<file path="config.mk">
export PLATFORM = sky130hd
export DESIGN_NAME = fetch_pc_unit_flat
export DESIGN_NICKNAME = d
export VERILOG_FILES = /design/src/rtl/fetch_pc_unit_if.sv /design/src/rtl/fetch_pc_unit.sv /design/src/flat_wrapper.sv
export SDC_FILE = /design/constraint.sdc
export NUM_CORES = 1
export LEC_CHECK = 0
export ABC_CLOCK_PERIOD_IN_PS = 1850
export CORE_MARGIN = 1
export CORE_UTILIZATION = 41
export DETAILED_ROUTE_END_ITERATION = 16
export PLACE_DENSITY = 0.74
export SYNTH_ARGS = -nofsm -noshare
export SYNTH_HDL_FRONTEND = slang
export SYNTH_SLANG_ARGS = --single-unit
</file>
<file path="constraint.sdc">
create_clock -name CLK -period 1.85 [get_ports CLK]
set_input_delay 0.185 -clock CLK [delete_from_list [all_inputs] [get_ports CLK]]
set_output_delay 0.185 -clock CLK [all_outputs]
set_load 0.02 [all_outputs]
</file>
<file path="src/rtl/fetch_pc_unit_if.sv">
// Instruction-cache request/response bus between the fetch PC stage (master)
// and the instruction cache (slave).
interface fetch_pc_unit_if;
    logic        iREN;
    logic [31:0] iaddr;
    logic        ihit;
    logic [31:0] iload;

    modport master (
        output iREN,
        output iaddr,
        input  ihit,
        input  iload
    );

    modport slave (
        input  iREN,
        input  iaddr,
        output ihit,
        output iload
    );
endinterface

</file>
<file path="src/rtl/fetch_pc_unit.sv">
// Instruction-fetch PC stage: holds the fetch PC, issues icache reads, follows predictor
// and EX redirects, and loads the IF/ID latch. A wrong-path miss is drained before redirecting.
module fetch_pc_unit #(
    parameter logic [31:0] RESET_PC = 32'h0000_0000,
    parameter int          CNT_W    = 16
) (
    input  logic              CLK,
    input  logic              RST,
    fetch_pc_unit_if.master   ibus,
    input  logic              take_br,
    input  logic [31:0]       br_target,
    input  logic              stall,
    input  logic              redirect_valid,
    input  logic [31:0]       redirect_pc,
    output logic              if_valid,
    output logic [31:0]       if_instr,
    output logic [31:0]       if_pc,
    output logic [31:0]       if_npc,
    output logic              if_pred_taken,
    output logic [31:0]       if_pred_target,
    output logic [CNT_W-1:0]  redirect_cnt,
    output logic [CNT_W-1:0]  fetch_cnt
);

    localparam logic [0:0] FETCH = 1'b0;
    localparam logic [0:0] DRAIN = 1'b1;

    localparam logic [CNT_W-1:0] CNT_ONE = {{(CNT_W-1){1'b0}}, 1'b1};
    localparam logic [CNT_W-1:0] CNT_MAX = {CNT_W{1'b1}};

    logic [0:0]  state, state_n;
    logic [31:0] pc, pc_n;
    logic [31:0] pending, pending_n;
    logic        iren_q;

    logic        hit;
    logic        if_load;
    logic        if_clear;

    assign ibus.iaddr = pc;
    assign ibus.iREN  = iren_q;

    // A response only counts while a read is actually outstanding.
    assign hit = iren_q && ibus.ihit;

    // NOTE: every signal assigned here gets a default first so no path leaves it
    // unassigned; otherwise synthesis infers a latch to hold the old value.
    always_comb begin
        state_n   = state;
        pc_n      = pc;
        pending_n = pending;
        if_load   = 1'b0;
        if_clear  = 1'b0;

        case (state)
            FETCH: begin
                if (redirect_valid) begin
                    if_clear = 1'b1;
                    if (ibus.ihit || !iren_q) begin
                        pc_n = redirect_pc;
                    end else begin
                        // The outstanding wrong-path miss must return before pc may move.
                        pending_n = redirect_pc;
                        state_n   = DRAIN;
                    end
                end else if (stall) begin
                    // pc and the IF/ID latch hold; a hit this cycle is refetched later.
                end else if (hit) begin
                    if_load = 1'b1;
                    pc_n    = take_br ? br_target : pc + 32'd4;
                end else begin
                    if_clear = 1'b1;
                end
            end

            DRAIN: begin
                if_clear = 1'b1;
                if (redirect_valid) begin
                    pending_n = redirect_pc;
                end
                if (hit) begin
                    pc_n    = redirect_valid ? redirect_pc : pending;
                    state_n = FETCH;
                end
            end

            default: begin
                state_n = FETCH;
            end
        endcase
    end

    // NOTE: sequential state uses non-blocking assignments so every register samples
    // pre-edge values, independent of statement order.
    always_ff @(posedge CLK) begin
        if (RST) begin
            state   <= FETCH;
            pc      <= RESET_PC;
            pending <= 32'd0;
            iren_q  <= 1'b0;
        end else begin
            state   <= state_n;
            pc      <= pc_n;
            pending <= pending_n;
            iren_q  <= 1'b1;
        end
    end

    always_ff @(posedge CLK) begin
        if (RST) begin
            if_valid       <= 1'b0;
            if_instr       <= 32'd0;
            if_pc          <= 32'd0;
            if_npc         <= 32'd0;
            if_pred_taken  <= 1'b0;
            if_pred_target <= 32'd0;
        end else if (if_load) begin
            if_valid       <= 1'b1;
            if_instr       <= ibus.iload;
            if_pc          <= pc;
            if_npc         <= pc + 32'd4;
            if_pred_taken  <= take_br;
            if_pred_target <= take_br ? br_target : 32'd0;
        end else if (if_clear) begin
            if_valid       <= 1'b0;
        end
    end

    always_ff @(posedge CLK) begin
        if (RST) begin
            fetch_cnt    <= '0;
            redirect_cnt <= '0;
        end else begin
            if (if_load && fetch_cnt != CNT_MAX) begin
                fetch_cnt <= fetch_cnt + CNT_ONE;
            end
            if (redirect_valid && redirect_cnt != CNT_MAX) begin
                redirect_cnt <= redirect_cnt + CNT_ONE;
            end
        end
    end

endmodule
</file>
<file path="src/flat_wrapper.sv">
// flat-port wrapper written by rule: the top's interface ports become plain ports
module fetch_pc_unit_flat 
#(
    parameter logic [31:0] RESET_PC = 32'h0000_0000,
    parameter int          CNT_W    = 16
)
  (CLK, RST, take_br, br_target, stall, redirect_valid, redirect_pc, if_valid, if_instr, if_pc, if_npc, if_pred_taken, if_pred_target, redirect_cnt, fetch_cnt, ibus_iREN, ibus_iaddr, ibus_ihit, ibus_iload);
  fetch_pc_unit_if ibus_i ();
  input  logic CLK;
  input  logic RST;
  input  logic take_br;
  input  logic [31:0] br_target;
  input  logic stall;
  input  logic redirect_valid;
  input  logic [31:0] redirect_pc;
  output logic if_valid;
  output logic [31:0] if_instr;
  output logic [31:0] if_pc;
  output logic [31:0] if_npc;
  output logic if_pred_taken;
  output logic [31:0] if_pred_target;
  output logic [CNT_W-1:0] redirect_cnt;
  output logic [CNT_W-1:0] fetch_cnt;
  output wire logic [$bits(ibus_i.iREN)-1:0] ibus_iREN;
  output wire logic [$bits(ibus_i.iaddr)-1:0] ibus_iaddr;
  input wire logic [$bits(ibus_i.ihit)-1:0] ibus_ihit;
  input wire logic [$bits(ibus_i.iload)-1:0] ibus_iload;
  assign ibus_iREN = ibus_i.iREN;
  assign ibus_iaddr = ibus_i.iaddr;
  assign ibus_i.ihit = ibus_ihit;
  assign ibus_i.iload = ibus_iload;
  fetch_pc_unit #(.RESET_PC(RESET_PC), .CNT_W(CNT_W)) u_core (.CLK(CLK), .RST(RST), .ibus(ibus_i), .take_br(take_br), .br_target(br_target), .stall(stall), .redirect_valid(redirect_valid), .redirect_pc(redirect_pc), .if_valid(if_valid), .if_instr(if_instr), .if_pc(if_pc), .if_npc(if_npc), .if_pred_taken(if_pred_taken), .if_pred_target(if_pred_target), .redirect_cnt(redirect_cnt), .fetch_cnt(fetch_cnt));
endmodule
</file>
==> results.tsv <==
metric	value	unit
status	finished, final reports clean	
Main synth FF type	dfxtp_1	
DR vias/cell	5.424	
Final Hold Fails	0	
Area Growth Syn to Fin	50.34	%
final WL	34870	microns
Avg WL per Cell	17.54	microns
Hold WS	0.1358	ns
post-CTS setup buffer count	0	
final setup vio count	0	
critical path class	register to output port	
Worst-Margin Slew	0.5730	ns
Post-Synthesis Cells	1303	
Fin Clk Skew	0.01179	ns
clk sink count	226	
post-route setup slack	0.02308	ns
Max-cap violations	0	
CTS tree	yes	
Crit path arrival time	1.64	ns
gpl congestion	0.9031	
Worst Path Required	1.66	ns
Layout Utilization	63.62	%
Seq/Total Area, Yosys	45.01	%
Post-synth EDFFs	0	
maximum vdd drop	0.5528	mV
global-route wire length before repair	52960	microns
HP Class	input port to register	
PD cells	790.5	nW/um^2
via count of the routed design	10780	
hold path start	take_br	
Non-Filler Instances	1988	
Clock transition at path regs	0.06	ns
grt ovf	0	
synthesized cell area	10050	sq um
Root Driver	clkbuf_16	
Initial Util	42.31	%
Worst setup startpoint	u_core.ibus.iaddr[2]	
Core ar.	23750	sq um
die height	158.6	microns
total track usage	26.79	%
Boundary Pins	297	
drt pass-1 iters	7	
post-synthesis cell type count	56	
Longest Clk Path Bufs	3	
normalized max-slew margin	61.40	%
syn nets	1408	
vias in the first global route	9781	
r2r startpoint	u_core.ibus.iaddr[5]	
Pins Over Slew Limit	0	
Final Instance Area	15110	sq um
die width	158.6	microns
Nets	1753	
Worst-Skew Late Latency	0.53	ns
leakage	5.573	nW
Rows	56	
DP Wirelength	25280	microns
Area after DPL	14150	sq um
# port buffers	296	
post-placement setup slack	-0.1941	ns
commonest non-fill, non-tap cell in the layout	nand2_1	
layout cell share with drive strength beyond 1	13.21	%
H-tree depth	1	
Power, Total	11.95	mW
maximum fanout along the worst path	4	
post-route setup TNS	0	ns
Post-synth ARST share	0	%
Syn Area/Cell	7.714	sq um
Yosys Warn Count	0	
post-synthesis register bit count	226	
pin count of the biggest net entering global routing	70	
full die area	25140	sq um
commonest cells after routing, fill and taps aside	284 x nand2_1, 267 x clkdlybuf4s50_1, 211 x dfxtp_1	
initial antenna violation count	2	
crit end category	output port	
fmax	547.4	MHz
Antenna Nets Post-Route	0	
Worst setup SP type	register	
cell count after placement	1939	
fin crit share	98.75	%
post-layout min period	1.827	ns
initial drt markers	997	
number of buffers created by CTS	25	
residual DRC count	0	
worst max-delay path, cell delays in order (launching register included):
cell and delay, ns:
dfxtp_4 0.38, buf_4 0.12, clkdlybuf4s50_1 0.61
final timing paths:
path         depth (start not counted)  slack (ns)                        end
max                                  2        0.02              ibus_iaddr[2]
min                                  4        0.14  u_core.if_pred_target[16]
max reg2reg                          6        0.07      u_core.ibus.iaddr[25]
min reg2reg                          2        0.45          u_core.pending[6]
routing by layer:
metal	vias to the layer above	share of wire [%]	global-route usage, %
met2	486	46	42.27
met4	0	2.1	6.914
met1	5046	43	36.98
met5	-	0	0
met3	46	8.9	5.607
li1	5204	-	-
Yosys cell counts (all sizes together) (4+ instances only):
cell     instances  area (sq um)
a211oi          17         127.6
a21o             4         30.03
a21oi          195         975.9
a221oi           4         35.03
a31oi            7         43.79
and3            22         137.6
and4            11         96.34
buf             17         80.07
clkbuf          93         349.1
dfxtp          226          4524
inv              9         33.78
mux2i            5         50.05
nand2          284          1066
nand2b           5         31.28
nand3           65         325.3
nand3b          10         75.07
nand4           29         209.0
nor2            85         319.1
nor3            17         85.08
nor4            12         96.34
o2111ai          4         35.03
o211ai          11         82.58
o21a             9         67.56
o21ai           62         310.3
or4              4         30.03
xnor2           20         175.2
xor2            36         315.3
power breakdown:
part	switching [mW]	leakage, nW	internal (mW)
Clock	2.04	0.421	3.08
Combinational	0.922	3.31	0.756
Sequential	0.127	1.84	5.02
Total	3.09	5.57	8.86
area by class of cell:
class	count	area, sq um
inverters	9	33.78
clock inverters	9	101.3
diodes	3	7.507
fillers	2075	8642
clock buffers	36	748.2
repair buffers	428	4071
multi-input cells	958	5196
well taps	319	399.1
flip-flops and latches	226	4553
state kept, by name (all words and copies together), names as in the netlist:
register               cells
u_core.if_pred_target     32
u_core.if_instr           32
u_core.state               1
u_core.pending            32
u_core.if_valid            1
u_core.if_pred_taken       1
u_core.ibus.iaddr         32
u_core.if_pc              30
u_core.if_npc             32
u_core.ibus.iREN           1
u_core.fetch_cnt          16
u_core.redirect_cnt       16
what timing repair did:
| item | CTS | global route |
|---|---|---|
| hold buffers | 1 | 0 |
| pin swaps | 0 | 5 |
| resized for setup | 23 | 24 |
| hold endpoints to repair | 13 | 0 |
| endpoints found under the setup margin | 24 | 31 |
cell families (layout without fill, tap and decap cells):
| group | count (synthesis) | count (layout) | synth area share, % |
|---|---|---|---|
| flip-flops | 226 | 226 | 45.01 |
| XOR/XNOR | 56 | 56 | 4.880 |
| adder cells (fa/ha/maj) | 3 | 3 | 0.3735 |
| multiplexers | 7 | 7 | 0.7220 |
| buffers and inverters | 119 | 482 | 4.606 |
| AO/OA/AOI/OAI | 332 | 332 | 18.67 |
| AND/OR/NAND/NOR | 560 | 560 | 25.73 |
| other | 0 | 3 | 0 |
No activity file was read; power rests on OpenSTA's default activity.
